$ cat src/rtl/mo_hpos_counter_bank.sv
// Bank of CHANNELS motion-object line-buffer address counters with per-channel write window.
// Define MO_HFLIP_EN to let flip[k] select down-counting; otherwise counters always increment.
module mo_hpos_counter_bank #(
  parameter int CHANNELS = 2,
  parameter int AW       = 8,
  parameter int SRW      = 16,
  parameter int WIN      = 16
) (
  input  logic                   clk,
  input  logic                   rst_n,
  input  logic                   ce,
  input  logic [SRW-1:0]         sr,
  input  logic [CHANNELS-1:0]    ld_n,
  input  logic [CHANNELS-1:0]    cl_n,
  input  logic [CHANNELS-1:0]    flip,
  output logic [CHANNELS*AW-1:0] addr,
  output logic [CHANNELS-1:0]    wr_active,
  output logic [CHANNELS*8-1:0]  win_left
);

`ifdef MO_HFLIP_EN
  localparam bit HFLIP = 1'b1;
`else
  localparam bit HFLIP = 1'b0;
`endif

  localparam logic [7:0] WIN_LD = 8'(WIN);

  logic [AW-1:0]       addr_q [CHANNELS];
  logic [7:0]          win_q  [CHANNELS];
  logic [CHANNELS-1:0] act_q;
  logic [CHANNELS-1:0] down;
  logic [AW-1:0]       ld_val;

  // Masking with HFLIP keeps flip referenced but inert when the feature is compiled out.
  always_comb begin
    down   = flip & {CHANNELS{HFLIP}};
    ld_val = sr[SRW-1 -: AW];
  end

  always_ff @(posedge clk or negedge rst_n) begin
    if (!rst_n) begin
      for (int unsigned k = 0; k < CHANNELS; k++) begin
        addr_q[k] <= '0;
        win_q[k]  <= '0;
      end
      act_q <= '0;
    end else if (ce) begin
      for (int unsigned k = 0; k < CHANNELS; k++) begin
        if (!ld_n[k]) begin
          addr_q[k] <= ld_val;
          win_q[k]  <= WIN_LD;
          act_q[k]  <= 1'b1;
        end else if (!cl_n[k]) begin
          addr_q[k] <= '0;
          win_q[k]  <= '0;
          act_q[k]  <= 1'b0;
        end else begin
          addr_q[k] <= down[k] ? addr_q[k] - AW'(1) : addr_q[k] + AW'(1);
          if (win_q[k] != 8'd0)
            win_q[k] <= win_q[k] - 8'd1;
          act_q[k] <= (win_q[k] > 8'd1);
        end
      end
    end
  end

  always_comb begin
    addr     = '0;
    win_left = '0;
    for (int unsigned k = 0; k < CHANNELS; k++) begin
      addr[k*AW +: AW]  = addr_q[k];
      win_left[k*8 +: 8] = win_q[k];
    end
    wr_active = act_q;
  end

endmodule

$ cat config.mk
export PLATFORM = sky130hd
export DESIGN_NAME = mo_hpos_counter_bank
export DESIGN_NICKNAME = d
export VERILOG_FILES = /design/src/rtl/mo_hpos_counter_bank.sv
export SDC_FILE = /design/constraint.sdc
export NUM_CORES = 1
export LEC_CHECK = 0
export ABC_AREA = 1
export CORE_UTILIZATION = 25
export DETAILED_ROUTE_END_ITERATION = 8
export HOLD_SLACK_MARGIN = 0.06
export PLACE_DENSITY_LB_ADDON = 0.25
export REMOVE_ABC_BUFFERS = 1
export SYNTH_ARGS = -nofsm -noshare
export SYNTH_HDL_FRONTEND = slang
export SYNTH_SLANG_ARGS = --single-unit
$ cat constraint.sdc
create_clock -name clk -period 3.4 [get_ports clk]
set_clock_uncertainty 0.1 [all_clocks]
set_input_delay 0.51 -clock clk [delete_from_list [all_inputs] [get_ports clk]]
set_output_delay 0.51 -clock clk [all_outputs]
set_load 0.005 [all_outputs]
* Yosys cells after proc, flatten, opt, wreduce, memory -nomap -nowiden *
Cells that the tools add are included.

word-level totals
  flip-flop bits (word level) = 34
  input port bits = 25
  output and inout port bits = 34
  word-level logic and storage cells = 31

cells by class
  add/sub/neg operators = 4
  order comparisons = 2
  equal/unequal tests = 2
  mux-type cells = 14
  reductions and logical operators = 4

operator list
  kind                                                                              count
  8-bit two-way mux                                                                 10
  8-bit by 1-bit adder with 8-bit output (second input constant)                    2
  8-bit by 1-bit greater-than comparator with 1-bit output (second input constant)  2
  8-bit nonzero test                                                                2
  8-bit by 1-bit subtractor with 8-bit output (second input constant)               2
  3-bit by 2-bit != test with 1-bit output (second input constant)                  2
  1-bit two-way mux                                                                 4
  2-bit AND reduction                                                               2

* Depth between registers and ports, before layout *
  word-level depth = 4
  gate-level depth with buffers = 9
  depth with buffers taken out = 8

* Worst setup path before layout *
Ideal clock, no wire load.

  path kind = reg-to-reg
  from = register win_q (netlist bit win_left[0])
  to = register win_q (netlist bit win_left[3])
  arrival time = 1.229 ns
  required time = 3.183 ns
  slack = 1.954 ns
  cell stages (with the launch flop) = 9
  clock period less this slack = 1.446 ns
  cells stage by stage = dfrtp_1 -> inv_1 -> ha_1 -> nand3_4 -> nand2_4 -> nand2_2 -> buf_6 -> nand3_1 -> nand2_1

between the ends
  longest elaborated chain between the ends = 4

ends and longest elaborated chain
  element                                      line  RTL
  from (decl)                                  30    logic [7:0] win_q [CHANNELS];
  from (signal, indexed assignment)            61    win_q[k] <= win_q[k] - 8'd1;
  8-bit by 1-bit subtractor with 8-bit output  61
  8-bit two-way mux                            60    if (win_q[k] != 8'd0)
  8-bit two-way mux                            54    end else if (!cl_n[k]) begin
  8-bit two-way mux                            50    if (!ld_n[k]) begin

Parallel ways exist; a longest one is shown, timed or not. The select of a mux whose other input is x is not followed.
A chain may end at the register's enable or synchronous reset.

* Worst setup path after layout *
  from = register win_q (netlist bit win_left[3])
  to = output port win_left[3]

RTL lines
  element    line  RTL
  to (decl)  18    output logic [CHANNELS*8-1:0] win_left

No word-level cell between the ends.

==> impl_metrics.env <==
export IMPL_outcome="finished, final reports clean"
export IMPL_avgSynthCellArea_um2=7.39
export IMPL_cp_num_buf_inv=1
export IMPL_crit_path_top_delay_cell="clkdlybuf4s50_1"
export IMPL_end_kind="output pin"
export IMPL_via_per_inst=4.72
export IMPL_hold_path_class="flip-flop to flip-flop"
export IMPL_synthXorXnorAreaFrac_pct=0.384
export IMPL_crit_chain="clkdlybuf4s50_1"
export IMPL_place_ws_ns=1.21
export IMPL_fin_cells=469
export IMPL_tightest_slew_ns=0.462
export IMPL_holdPathStages=2
export IMPL_multi_input_area_um2=1240
export IMPL_drive_gt1_share_pct=15.8
export IMPL_crit_type="flip-flop to output pin"
export IMPL_maxCapViolations=0
export IMPL_clock_fmax_mhz=513
export IMPL_fp_dieH_um=97.5
export IMPL_dr_total_vias=2216
export IMPL_grt_setup_unrepaired="no"
export IMPL_insertedDiodeCount=0
export IMPL_synth_compound_area_share_pct=14.0
export IMPL_slew_violations=0
export IMPL_syn_cell_area_um2=2280
export IMPL_dr_pass1_iters=4
export IMPL_clock_path_buffers=2
export IMPL_synthMuxAreaShare_pct=0
export IMPL_finalCritPeriodShare_pct=57.4
export IMPL_synthSimpleGateAreaFrac_pct=35.5
export IMPL_p_per_area_nw_per_um2=541
export IMPL_drc=0
export IMPL_fillCellCount=948
export IMPL_final_hold_viol_count=0
export IMPL_final_setup_worst_slack_ns=1.45
export IMPL_start_util_pct=26.0
export IMPL_rows=34
export IMPL_cts_sinks=34
export IMPL_nNetsFinal=393
export IMPL_pin_count=59
export IMPL_path_delay_family="buffers and inverters"
export IMPL_whs_ns=0.415
export IMPL_post_synth_top_area_cell="dfrtp_1"
export IMPL_cts_buffers=5
export IMPL_areaGrowthSynthToFinish_pct=30.5
export IMPL_post_cts_setup_buffers=0
export IMPL_cellLeakagePower_nw=1.38
export IMPL_drtIter0Drc=90
export IMPL_layout_min_cycle_time_ns=1.95
export IMPL_synth_distinct_cells=28
export IMPL_cp_required_ns=2.79
export IMPL_dp_cells=461
export IMPL_antenna_found_initial=0
export IMPL_busiest_layer="met2"
export IMPL_die_area_um2=9520
export IMPL_setup_viol=0
export IMPL_wl_um=5840
export IMPL_ff2ff_path_depth=7
export IMPL_core_area_um2=8760
export IMPL_yosys_top_cells_area="dfrtp_1 (37%), nand2_1 (8.9%), nand3_1 (7.5%)"
export IMPL_cts_resized=0
export IMPL_clk_latency_ns=0.28
export IMPL_crit_fanout=6
export IMPL_layout_commonest_cell="nand2_1"
export IMPL_regArea_um2=851
export IMPL_clk_pin_slew_worst_paths_ns=0.07
export IMPL_yosysWarningCount=0
export IMPL_synth_top_cell_area_share_pct=37.3
export IMPL_met1_usage_pct=17.7
export IMPL_ir_drop_mv=0.185
export IMPL_synth_seq_cells=34
export IMPL_cts_tree="yes"
export IMPL_grt_max_degree=35
export IMPL_power_mw=1.61
export IMPL_overflow=0
export IMPL_wl_per_cell_um=12.5
export IMPL_yosysSeqAreaShare_pct=37.3
export IMPL_io_buffers=48
export IMPL_startpoint_type="flip-flop"
export IMPL_grt_pass1_wl_um=10200
export IMPL_place_congestion=0.822
export IMPL_track_usage_pct=13.1
export IMPL_dpl_hpwl_um=4440
export IMPL_max_stage_delay_ns=0.56
export IMPL_grt_pass1_vias=2151
export IMPL_root_buffer="clkbuf_8"
export IMPL_postCtsHoldBufs=0
export IMPL_synth_top_family_by_area="simple AND/OR/NAND/NOR gates"
export IMPL_synth_adder_area_share_pct=4.39
export IMPL_die_x_um=97.5
export IMPL_fin_tns_setup_ns=0
export IMPL_final_cell_mix="nand2_1 (54), clkdlybuf4s50_1 (48), nor2_1 (42)"
export IMPL_ant_nets=0
export IMPL_cp_depth=1
export IMPL_slew_headroom_pct=69.2
export IMPL_h_tree_depth=2
export IMPL_arrival_ns=1.34
export IMPL_syn_inst=309
export IMPL_grt_util_met2_pct=20.9
export IMPL_groute_layer_met3_usage_pct=3.17
[per-stage QoR]
| stage | utilization (%) | instance area, µm² |
|---|---|---|
| floorplan | - | 2240 |
| global placement | 32.7 | 2870 |
| detailed placement | 32.7 | 2870 |
| CTS | 34.0 | 2980 |
| global route | 34.0 | 2980 |
| finish | 34.0 | 2980 |
[cell families (layout without fill, tap and decap cells)]
family / Yosys count / in the layout
xor gates and xnor gates: 1 / 1
AOI/OAI and AO/OA: 53 / 53
DFF: 34 / 34
and+or+nand+nor: 168 / 168
adders and majority gates: 8 / 8
buffers and inverters: 45 / 97
[Yosys cell counts]
cell type  count
nand2_2       15
buf_6          2
nor2_1        42
o211ai_1       2
xor2_1         1
inv_2         11
inv_1         27
nand3_2        4
nand2_4        1
nand3_1       34
clkinv_1       1
buf_4          1
nand3_4        1
nor2_2         3
nor3_1         3
o21ai_2        8
nand4_1        7
or2_2          1
ha_1           8
buf_2          3
a21oi_1       17
a22oi_1        7
o21bai_1       1
dfrtp_1       34
o21ai_1        9
nor2_4         3
o21ai_0        9
nand2_1       54
[path summary, 6_finish.rpt]
| check | startpoint | to | slack, ns |
|---|---|---|---|
| worst max-delay path | win_left[3]$_DFFE_PN0P_ | win_left[3] | 1.45 |
| worst min-delay path | wr_active[1]$_DFFE_PN0P_ | wr_active[1]$_DFFE_PN0P_ | 0.41 |
| worst max register to register | win_left[8]$_DFFE_PN0P_ | win_left[8]$_DFFE_PN0P_ | 1.72 |
| worst min register to register | wr_active[1]$_DFFE_PN0P_ | wr_active[1]$_DFFE_PN0P_ | 0.41 |
| max in group asynchronous | rst_n | win_left[14]$_DFFE_PN0P_ | 2.34 |
| min in group asynchronous | rst_n | addr[6]$_DFFE_PN0P_ | 0.53 |
[sequential cells by signal, indices dropped and copies added (netlist names)]
register   cells
addr          16
win_left      16
wr_active      2
[final cells by class]
type / count / area share (%)
inverters: 39 / 4.92
repair buffers: 50 / 16.6
well taps: 108 / 4.54
flip-flops and latches: 34 / 28.6
multi-input cells: 230 / 41.6
clock buffers: 8 / 3.70
[where the power goes]
| part | switching [mW] | internal, mW |
|---|---|---|
| Clock | 0.151 | 0.205 |
| Sequential | 0.0960 | 0.476 |
| Combinational | 0.372 | 0.312 |
[layer usage]
| metal | vias to the layer above | wire length (µm) | share of wire, % |
|---|---|---|---|
| li1 | 1125 | - | - |
| met1 | 1035 | 2820 | 48 |
| met2 | 51 | 2690 | 46 |
| met3 | 5 | 278 | 4.8 |
| met4 | 0 | 59 | 1.0 |
| met5 | - | 0 | 0 |
[worst reg2reg max path, cell delays in order (launching register included)]
cell and delay (ns):
dfrtp_1 0.42, inv_1 0.21, ha_1 0.21, nand3_2 0.11
nand2_2 0.11, nand2_2 0.19, nand3_1 0.15, o21ai_2 0.06
No activity file was read; power rests on OpenSTA's default activity.
